## config.mk

```make
export PLATFORM = sky130hd
export DESIGN_NAME = s3g_tx
export DESIGN_NICKNAME = d
export VERILOG_FILES = /design/src/rtl/s3g_pkg.sv /design/src/rtl/s3g_crc8.sv /design/src/rtl/s3g_tx.sv
export SDC_FILE = /design/constraint.sdc
export NUM_CORES = 1
export LEC_CHECK = 0
export ABC_AREA = 1
export BUFFER_PORTS_ARGS = -buffer_cell sky130_fd_sc_hd__buf_2
export CAP_MARGIN = 15
export CORE_MARGIN = 2
export CORE_UTILIZATION = 40
export CTS_CLUSTER_SIZE = 8
export DETAILED_ROUTE_END_ITERATION = 16
export PLACE_DENSITY = 0.67
export SLEW_MARGIN = 20
export SYNTH_ARGS = -nofsm -noshare
export SYNTH_HDL_FRONTEND = slang
export SYNTH_HIERARCHICAL = 1
export SYNTH_SLANG_ARGS = --single-unit
export TNS_END_PERCENT = 5
```

## constraint.sdc

```tcl
create_clock -name clk -period 2.7 [get_ports clk]
set_input_delay 0.27 -clock clk [delete_from_list [all_inputs] [get_ports clk]]
set_output_delay 0.27 -clock clk [all_outputs]
set_load 0.01 [all_outputs]
```

## src/rtl/s3g_pkg.sv

```systemverilog
// S3G packet link shared definitions.
// Framing constants, CRC polynomial and FSM state encoding.
package s3g_pkg;

  localparam logic [7:0] S3G_START       = 8'hD5;
  localparam logic [7:0] S3G_CRC_POLY    = 8'h8C;
  localparam int         S3G_MAX_PAYLOAD = 32;

  typedef enum logic [2:0] {
    ST_IDLE    = 3'd0,
    ST_START   = 3'd1,
    ST_LEN     = 3'd2,
    ST_PAYLOAD = 3'd3,
    ST_CRC     = 3'd4,
    ST_WAIT    = 3'd5
  } s3g_state_e;

endpackage

```

## src/rtl/s3g_crc8.sv

```systemverilog
// Dallas/Maxim CRC-8 single-byte step (reflected, LSB first).
// Purely combinational; shared by the tx and rx sides.
module s3g_crc8
  import s3g_pkg::*;
(
  input  logic [7:0] crc_i,
  input  logic [7:0] data_i,
  output logic [7:0] crc_o
);

  logic [7:0] c;

  always_comb begin
    c = crc_i ^ data_i;
    for (int i = 0; i < 8; i++) begin
      if (c[0]) c = (c >> 1) ^ S3G_CRC_POLY;
      else      c = c >> 1;
    end
    crc_o = c;
  end

endmodule

```

## src/rtl/s3g_tx.sv

```systemverilog
// S3G packet transmitter: frames the payload buffer as
// start, length, payload, CRC8 and feeds the UART byte-wise.
module s3g_tx
  import s3g_pkg::*;
#(
  parameter int MAX_PAYLOAD = S3G_MAX_PAYLOAD,
  parameter int ADDR_W      = 5
) (
  input  logic              clk,
  input  logic              rst_n,
  input  logic              wr_en,
  input  logic [ADDR_W-1:0] wr_addr,
  input  logic [7:0]        wr_data,
  input  logic              send,
  input  logic [7:0]        send_len,
  output logic              busy,
  output logic              done,
  output logic              err,
  output logic [7:0]        tx_data,
  output logic              tx_wr,
  input  logic              tx_done
);

  logic [7:0] mem_q [MAX_PAYLOAD];

  s3g_state_e state_q;
  s3g_state_e ret_q;
  logic [7:0] len_q;
  logic [7:0] idx_q;
  logic [7:0] crc_q;
  logic [7:0] crc_d;
  logic [7:0] byte_d;
  logic       busy_q;
  logic       done_q;
  logic       err_q;
  logic       tx_wr_q;
  logic [7:0] tx_data_q;
  logic       len_ok;

  assign byte_d = mem_q[idx_q[ADDR_W-1:0]];
  assign len_ok = (send_len != 8'd0)
               && (32'(send_len) <= MAX_PAYLOAD);

  s3g_crc8 u_crc (
    .crc_i  (crc_q),
    .data_i (byte_d),
    .crc_o  (crc_d)
  );

  always_ff @(posedge clk) begin
    if (wr_en && !busy_q && (32'(wr_addr) < MAX_PAYLOAD))
      mem_q[wr_addr] <= wr_data;
  end

  // Outputs are loaded on the edge entering a send state,
  // so tx_wr is visible during that state's single cycle.
  always_ff @(posedge clk) begin
    if (!rst_n) begin
      state_q   <= ST_IDLE;
      ret_q     <= ST_IDLE;
      len_q     <= 8'd0;
      idx_q     <= 8'd0;
      crc_q     <= 8'd0;
      busy_q    <= 1'b0;
      done_q    <= 1'b0;
      err_q     <= 1'b0;
      tx_wr_q   <= 1'b0;
      tx_data_q <= 8'd0;
    end else begin
      done_q  <= 1'b0;
      err_q   <= 1'b0;
      tx_wr_q <= 1'b0;
      unique case (state_q)
        ST_IDLE: begin
          if (send && len_ok) begin
            len_q     <= send_len;
            idx_q     <= 8'd0;
            crc_q     <= 8'd0;
            busy_q    <= 1'b1;
            state_q   <= ST_START;
            tx_wr_q   <= 1'b1;
            tx_data_q <= S3G_START;
          end else if (send) begin
            err_q <= 1'b1;
          end
        end
        ST_START, ST_LEN, ST_PAYLOAD, ST_CRC: begin
          ret_q   <= state_q;
          state_q <= ST_WAIT;
        end
        ST_WAIT: begin
          if (tx_done) begin
            if (ret_q == ST_START) begin
              state_q   <= ST_LEN;
              tx_wr_q   <= 1'b1;
              tx_data_q <= len_q;
            end else if (ret_q == ST_CRC) begin
              state_q <= ST_IDLE;
              busy_q  <= 1'b0;
              done_q  <= 1'b1;
            end else if (ret_q == ST_LEN || idx_q < len_q) begin
              state_q   <= ST_PAYLOAD;
              tx_wr_q   <= 1'b1;
              tx_data_q <= byte_d;
              crc_q     <= crc_d;
              idx_q     <= idx_q + 8'd1;
            end else begin
              state_q   <= ST_CRC;
              tx_wr_q   <= 1'b1;
              tx_data_q <= crc_q;
            end
          end
        end
        default: state_q <= ST_IDLE;
      endcase
    end
  end

  assign busy    = busy_q;
  assign done    = done_q;
  assign err     = err_q;
  assign tx_wr   = tx_wr_q;
  assign tx_data = tx_data_q;

endmodule

```

==> key figures, run 1 <==
Power
  – Power Density: ~710 nW/um^2
  – Clock Power Share: 0.453
  – Switching power: 0.00258 W
  – Switching part of the total: 0.234
  – Leak: 5.92 nW
  – Internal: between 0.008 and 0.009 W
  – VDD IR max: 690 uV
  – Power share of the combinational group: 0.076
  – Seq pwr share: 0.470

Timing
  – Final setup fails: 0
  – Fin crit period: around 2500 ps
  – Final hold vios: 0
  – Clock skew: 22.5 ps
  – Final worst path period share: 0.944
  – Highest Clock Rate: 392 MHz
  – Max Slew Vio Count: 0
  – Worst-margin pin slew: 770 ps
  – Final hold slack: 35.9 ps
  – Setup WS post-layout: roughly 150 ps
  – Slew Limit Headroom: 0.487

Worst setup path
  – Slowest stage delay, CP: 450 ps
  – Worst Setup End Kind: register
  – Critical Path Stages: 20
  – Largest fanout on the critical path: 17
  – CP max-delay cell: dfxtp_4
  – CP Buf/Inv Count: 3
  – R2r endpoint: crc_q[7]$_SDFFE_PN0P_
  – Worst Path Class, Setup: register to register
  – Worst reg-to-reg path cell count: 20
  – Crit-path cells: inv_8 > clkbuf_16 > nand2_1 > nand3_1 > nand3_1 > nand2_1 > nand2_1 > nand3_1 > and2_1 > inv_1 > nand2_1 > nand2_1 > nand2_1 > nand2_1 > nand2_1 > nand2_1 > nand2_1 > nand2_1 > nand3_1 > a21oi_1
  – FF-to-FF setup slack: 150 ps
  – Critical path's top delay family: simple AND/OR/NAND/NOR gates
  – Setup crit start kind: register
  – Most used cell, CP: nand2_1
  – CP arrival: 3010 ps
  – Crit path required time: around 3200 ps

Finish
  – Area growth syn-to-layout: 18.5%
  – Post-route insts no fill: 1,850
  – Multi-input gate area: 4000 sq um
  – Register area: between 8000 and 9000 sq um
  – Most common cell after layout, fill and taps aside: nand2_1
  – Final Util: 0.480
  – Commonest non-fill, non-tap cells in the layout: 450 x nand2_1, 256 x edfxtp_1, 241 x nand3_1
  – NumNets Final: 1,417
  – Antenna Cells: 0
  – Fraction of layout instances using a drive strength above 1: 0.137
  – FILL cells: 2,956

Global routing
  – Global-route wire length before repair: 49.4 mm
  – Vias in the first global route: between 8,000 and 9,000
  – Initial antenna violation count: 0
  – Global route overflow: 0
  – Gr usage total: 0.190
  – Largest net degree at the start of global routing: 67

Min path
  – Hold Crit Depth: 3
  – Hold path start: send_len[0]
  – Worst Hold Class: input pin to register
  – Hold Path Sink: len_q[0]$_SDFFE_PN0P_

Clock network
  – CTS max path bufs: 3
  – CTS sink cnt: 303
  – CTS clk-pin slew, worst paths: about 50 ps
  – Clock tree from TritonCTS: done
  – Clock Root Buffer: clkbuf_16
  – H-tree depth: 2
  – Clk_lat worst skew: 550 ps
  – CTS Buf Count: 44

Flow run
  – # Max-Cap Violations: 0

Place
  – IO Port Bufs: 37
  – Placed Cells: 1,773
  – Pre-CTS WS: between 200 and 250 ps
  – Gpl congestion: 0.846
  – Post-DP HPWL: 19.6 mm

Floorplanning
  – Count of standard-cell rows: 66
  – Die width: between 150 and 200 um
  – Die H: 185 um
  – Core Region: around 32,000 sq um
  – Io pins: 38
  – Starting Density: 0.405
  – Total die area: ~34,000 sq um

Logic synthesis
  – Number of flops mapped to enable cells by yosys: roughly 260
  – Synth Flop Type: edfxtp_1
  – Syn nets: 1,333
  – Post-synth ARST share: 0
  – Netlist cell types: 39
  – Yosys warns: 6
  – Cells after Synth: 1,299
  – Post-Syn Area: 13,100 sq um
  – Yosys reg bits: 303
  – Seq/Total Area, Yosys: 0.659
  – Syn Area/Cell: between 10 and 15 sq um

Drt
  – DR vias/cell: 5.15
  – Vias post-DR: around 9,500
  – DRT Pass-1 Iters: 5
  – DRT Wirelength: 33.1 mm
  – Final ANT Viol Nets: 0
  – Initial DRC count: 861
  – DRC: 0
  – DR WL/cell: between 15 and 20 um

Run status
  – Status: complete, no violations
-- synth_stat cells (2+ instances only) --
library cell | number | area (sq um)
or2_2 | 5 | 31.3
xor2_1 | 7 | 61.3
a21oi_2 | 8 | 70.1
o21ai_0 | 20 | 100
and2_1 | 3 | 18.8
nand2_2 | 6 | 37.5
buf_1 | 12 | 45.0
inv_1 | 53 | 199
nand3_2 | 6 | 60.1
buf_2 | 15 | 75.1
nand2_1 | 453 | 1700
a21oi_1 | 34 | 170
nor3_1 | 9 | 45.0
nor2_2 | 2 | 12.5
clkbuf_1 | 32 | 120
nor2_1 | 59 | 221
edfxtp_1 | 256 | 7690
inv_2 | 5 | 18.8
ha_1 | 8 | 100
nand3_1 | 241 | 1210
dfxtp_1 | 47 | 941
-- worst max-delay path by stage --
stage                            endpoint     start
CTS                 crc_q[0]$_SDFFE_PN0P_  register
finish              crc_q[7]$_SDFFE_PN0P_  register
floorplan           crc_q[2]$_SDFFE_PN0P_  register
global placement    crc_q[0]$_SDFFE_PN0P_  register
global route        crc_q[2]$_SDFFE_PN0P_  register
detailed placement  crc_q[0]$_SDFFE_PN0P_  register
-- worst register-to-register path, stage by stage, from the launching register on --
cell and delay [ps]:
dfxtp_4 450, inv_8 100, clkbuf_16 190, nand2_1 70, nand3_1 80, nand3_1 100, nand2_1 150, nand2_1 100
nand3_1 90, and2_1 180, inv_1 70, nand2_1 50, nand2_1 100, nand2_1 100, nand2_1 100, nand2_1 70
nand2_1 120, nand2_1 70, nand2_1 60, nand3_1 70, a21oi_1 130
-- state kept, by name, summed over array words and instances, names as in the netlist, named ones only --
signal   count
len_q        8
idx_q        8
crc_q        8
tx_wr        1
busy         1
state_q      3
ret_q        3
mem_q      256
done         1
err          1
tx_data      8
-- routing by layer --
metal,global-route usage,share of wire,up-vias
li1,-,-,4603
met2,0.316,0.48,329
met5,0,0,-
met4,0.0613,0.026,0
met1,0.255,0.42,4542
met3,0.0315,0.065,59
-- what timing repair did --
action | 4_1_cts | 5_1_grt
resized for setup | 0 | 21
hold buffers | 1 | 0
setup buffers | 0 | 1
endpoints found under the hold margin | 1 | 0
setup endpoints to repair | 0 | 6
-- stage by stage --
stage                     TNS, ps  instance area (sq um)  power (W)
after floorplan                 0                  13100    0.00575
after global placement          0                  14100    0.00604
after detailed placement        0                  14100    0.00606
after CTS                       0                  15300     0.0110
after global routing         -186                  15500     0.0114
final                           0                  15500     0.0110
-- power groups by stage --
stage	registers (W)	clock network, W	logic, W
after floorplan	0.00526	0	0.000483
after global placement	0.00526	0	0.000778
after detailed placement	0.00527	0	0.000789
after CTS	0.00518	0.00507	0.000795
after global routing	0.00518	0.00528	0.000930
final	0.00518	0.00500	0.000843
-- final cells by class --
type	count	share of cell area
flip-flops and latches	303	0.556
inverters	60	0.0152
multi-input cells	876	0.258
repair buffers	98	0.0540
clock inverters	3	0.00379
well taps	442	0.0356
clock buffers	68	0.0774
-- cells by family (layout without fill, tap and decap cells) --
logic type | Yosys count | after routing | synth area share
compound gates | 67 | 67 | 0.0289
xor+xnor | 9 | 9 | 0.00659
fa+ha+maj | 8 | 8 | 0.00764
buf+inv | 120 | 229 | 0.0368
flops | 303 | 303 | 0.659
simple gates | 792 | 792 | 0.261
(Power assumes the default switching activity.)
==> run 2: changes to the inputs <==
ABC_AREA = 0   (was 1)
CORE_UTILIZATION = 57   (was 40)
CTS_BUF_LIST = sky130_fd_sc_hd__clkbuf_8 sky130_fd_sc_hd__clkbuf_16   (was unset)
PLACE_DENSITY = 0.86   (was 0.67)
==> key figures, run 2 <==
Worst setup path
  – Worst Path Class, Setup: register to register
  – Largest fanout on the critical path: 16
  – Worst Setup End Kind: register
  – Crit path required time: 3120 ps
  – Setup crit start kind: register
  – CP arrival: ~3300 ps

Finish
  – Fraction of layout instances using a drive strength above 1: 0.261
  – Post-route insts no fill: roughly 1,200
  – Antenna Cells: 0
  – Top reg by flops: mem_q
  – Final Util: 0.703
  – NumNets Final: between 900 and 1,000
  – Commonest non-fill, non-tap cells in the layout: 256 x edfxtp_1, 78 x buf_4, 63 x mux2i_1
  – Most common cell after layout, fill and taps aside: edfxtp_1
  – Area growth syn-to-layout: 20.1%
  – Number of flip-flops under the largest register name: around 260

Drt
  – DRC: 0
  – Vias post-DR: 7,855
  – Initial DRC count: 800
  – Top Layer Used: met4
  – Met3 routed WL: 3.13 mm
  – DR vias/cell: 6.47
  – DR WL/cell: 25.5 um
  – DRT Pass-1 Iters: 5
  – Metal-1 WL: 11.3 mm
  – DRT Wirelength: 31.0 mm
  – WL met2: 15.5 mm
  – Final ANT Viol Nets: 0

Flow run
  – # Max-Cap Violations: 0

Clock network
  – CTS sink cnt: 303
  – CTS Buf Count: 43
  – CTS clk-pin slew, worst paths: around 60 ps
  – Clock tree from TritonCTS: done
  – Clk_lat worst skew: 540 ps
  – H-tree depth: 2
  – CTS max path bufs: 3
  – Clock Root Buffer: clkbuf_16

Logic synthesis
  – Largest area contributor in the netlist: edfxtp_1
  – Top cell type's share of synthesized area: 0.621
  – Netlist cell types: 59
  – Synth Flop Type: edfxtp_1
  – Post-Syn Area: 12,400 sq um
  – Commonest cells post-synth: 256 x edfxtp_1, 64 x mux2i_1, 50 x nor2_1, 47 x dfxtp_1, 40 x nand2_1
  – Syn nets: 818
  – Cells after Synth: 784
  – Syn Area/Cell: around 16 sq um
  – Number of flops mapped to enable cells by yosys: 256
  – Yosys warns: 6
  – Post-synth ARST share: 0
  – Top-count cell post-synth: edfxtp_1
  – Area contributors post-synth: edfxtp_1 62%, dfxtp_1 7.6%, mux4_2 5.8%
  – Yosys reg bits: 303
  – Seq/Total Area, Yosys: 0.697

Global routing
  – Largest net degree at the start of global routing: 33
  – Gr usage total: 0.275
  – Initial antenna violation count: 0
  – Global-route wire length before repair: 45.9 mm
  – Global route overflow: 0
  – Vias in the first global route: about 7,900

Place
  – IO Port Bufs: 37
  – Pre-CTS WS: -218 ps
  – Gpl congestion: 0.867
  – Post-DP HPWL: around 18 mm
  – Placed Cells: ~1,100

Timing
  – Clock skew: 24.9 ps
  – Max Slew Vio Count: 0
  – Final worst path period share: 1.06
  – Highest Clock Rate: 350 MHz
  – Final setup fails: 8
  – RSZ-0062 raised after global routing: true
  – Worst-margin pin slew: 844 ps
  – Final hold slack: 13.6 ps
  – Final hold vios: 0
  – Fin crit period: ~2900 ps
  – Setup WS post-layout: -159 ps
  – Slew Limit Headroom: 0.435

Floorplanning
  – Core Region: between 20,000 and 25,000 sq um
  – Die width: between 150 and 200 um
  – Total die area: 22,900 sq um
  – Die H: 151 um
  – Starting Density: 0.585
  – Io pins: 38
  – Count of standard-cell rows: 53

Run status
  – Failing checks: negative setup slack
  – Status: finished with violations

Power
  – Power Total: 0.0101 W
  – Leak: about 5.1 nW
  – VDD IR max: 625 uV
  – Power Density: 682 nW/um^2

Min path
  – Hold path start: send_len[1]
  – Worst Hold Class: input pin to register
run 2: cell count changes after synthesis, sizes merged, moves of 11 or more:
cell and change:
inv -41, xnor2 +16, a22o +19, nand2 -420, mux2i +64, a21oi -24, nand3 -231, buf -12
nor2 -11, mux4 +32, a22oi +38, o22ai +11
run 2: path summary, 6_finish.rpt:
| path | cells after the start | end | slack, ps |
|---|---|---|---|
| min reg2reg | 2 | len_q[3]$_SDFFE_PN0P_ | 490 |
| max | 12 | crc_q[1]$_SDFFE_PN0P_ | -160 |
| max reg2reg | 12 | crc_q[1]$_SDFFE_PN0P_ | -160 |
| min | 3 | len_q[1]$_SDFFE_PN0P_ | 10 |
run 2: cells by family (layout without fill, tap and decap cells):
family	after synthesis	after routing	share of synthesized area
AO/OA/AOI/OAI	137	137	0.0814
adder cells (fa/ha/maj)	8	8	0.00808
flip-flops	303	303	0.697
multiplexers	97	97	0.111
AND/OR/NAND/NOR	161	161	0.0646
buffers and inverters	56	211	0.0188
XOR/XNOR	22	22	0.0197
run 2: per-layer routing:
layer / vias to the layer above / track usage
met1: 3887 / 0.347
met3: 84 / 0.0642
met5: - / 0
met2: 531 / 0.457
li1: 3353 / -
met4: 0 / 0.119
run 2: critical path, cell delays in order, from the launching register on:
cell and delay (ps):
dfxtp_4 420, buf_4 140, nor2_2 50, buf_12 160
a22oi_1 200, nand2_1 110, o21ai_0 490, nor3_4 110
inv_1 110, xnor2_2 140, xnor3_2 400, xnor2_1 170
a22o_1 220
run 2: area by class of cell:
cell class | count | area (sq um)
clock buffer | 43 | 1080
clock inverter | 24 | 111
fill | 1240 | 6280
inverter | 17 | 63.8
multi-input combinational | 425 | 3650
sequential | 303 | 8640
tap | 275 | 344
timing repair buffer | 127 | 997
run 2: power breakdown:
| group | switching, W | leakage (nW) | internal [W] |
|---|---|---|---|
| clock | 0.00193 | 0.661 | 0.00284 |
| combinational | 0.000174 | 1.71 | 0.0000751 |
| sequential | 0.0000160 | 2.69 | 0.00511 |
run 2: repair_timing:
action	in CTS	in global routing
cloned	0	1
pin swaps	10	6
setup endpoints to repair	8	8
gates resized for setup	13	14
setup buffers	8	0
endpoints found under the hold margin	1	0
hold buffers	1	0
run 2: stage by stage:
step                area (sq um)  setup TNS, ps
floorplan                  12400              0
global placement           13500           -492
detailed placement         13500          -1450
CTS                        14800           -591
global route               14900          -1460
finish                     14900           -740
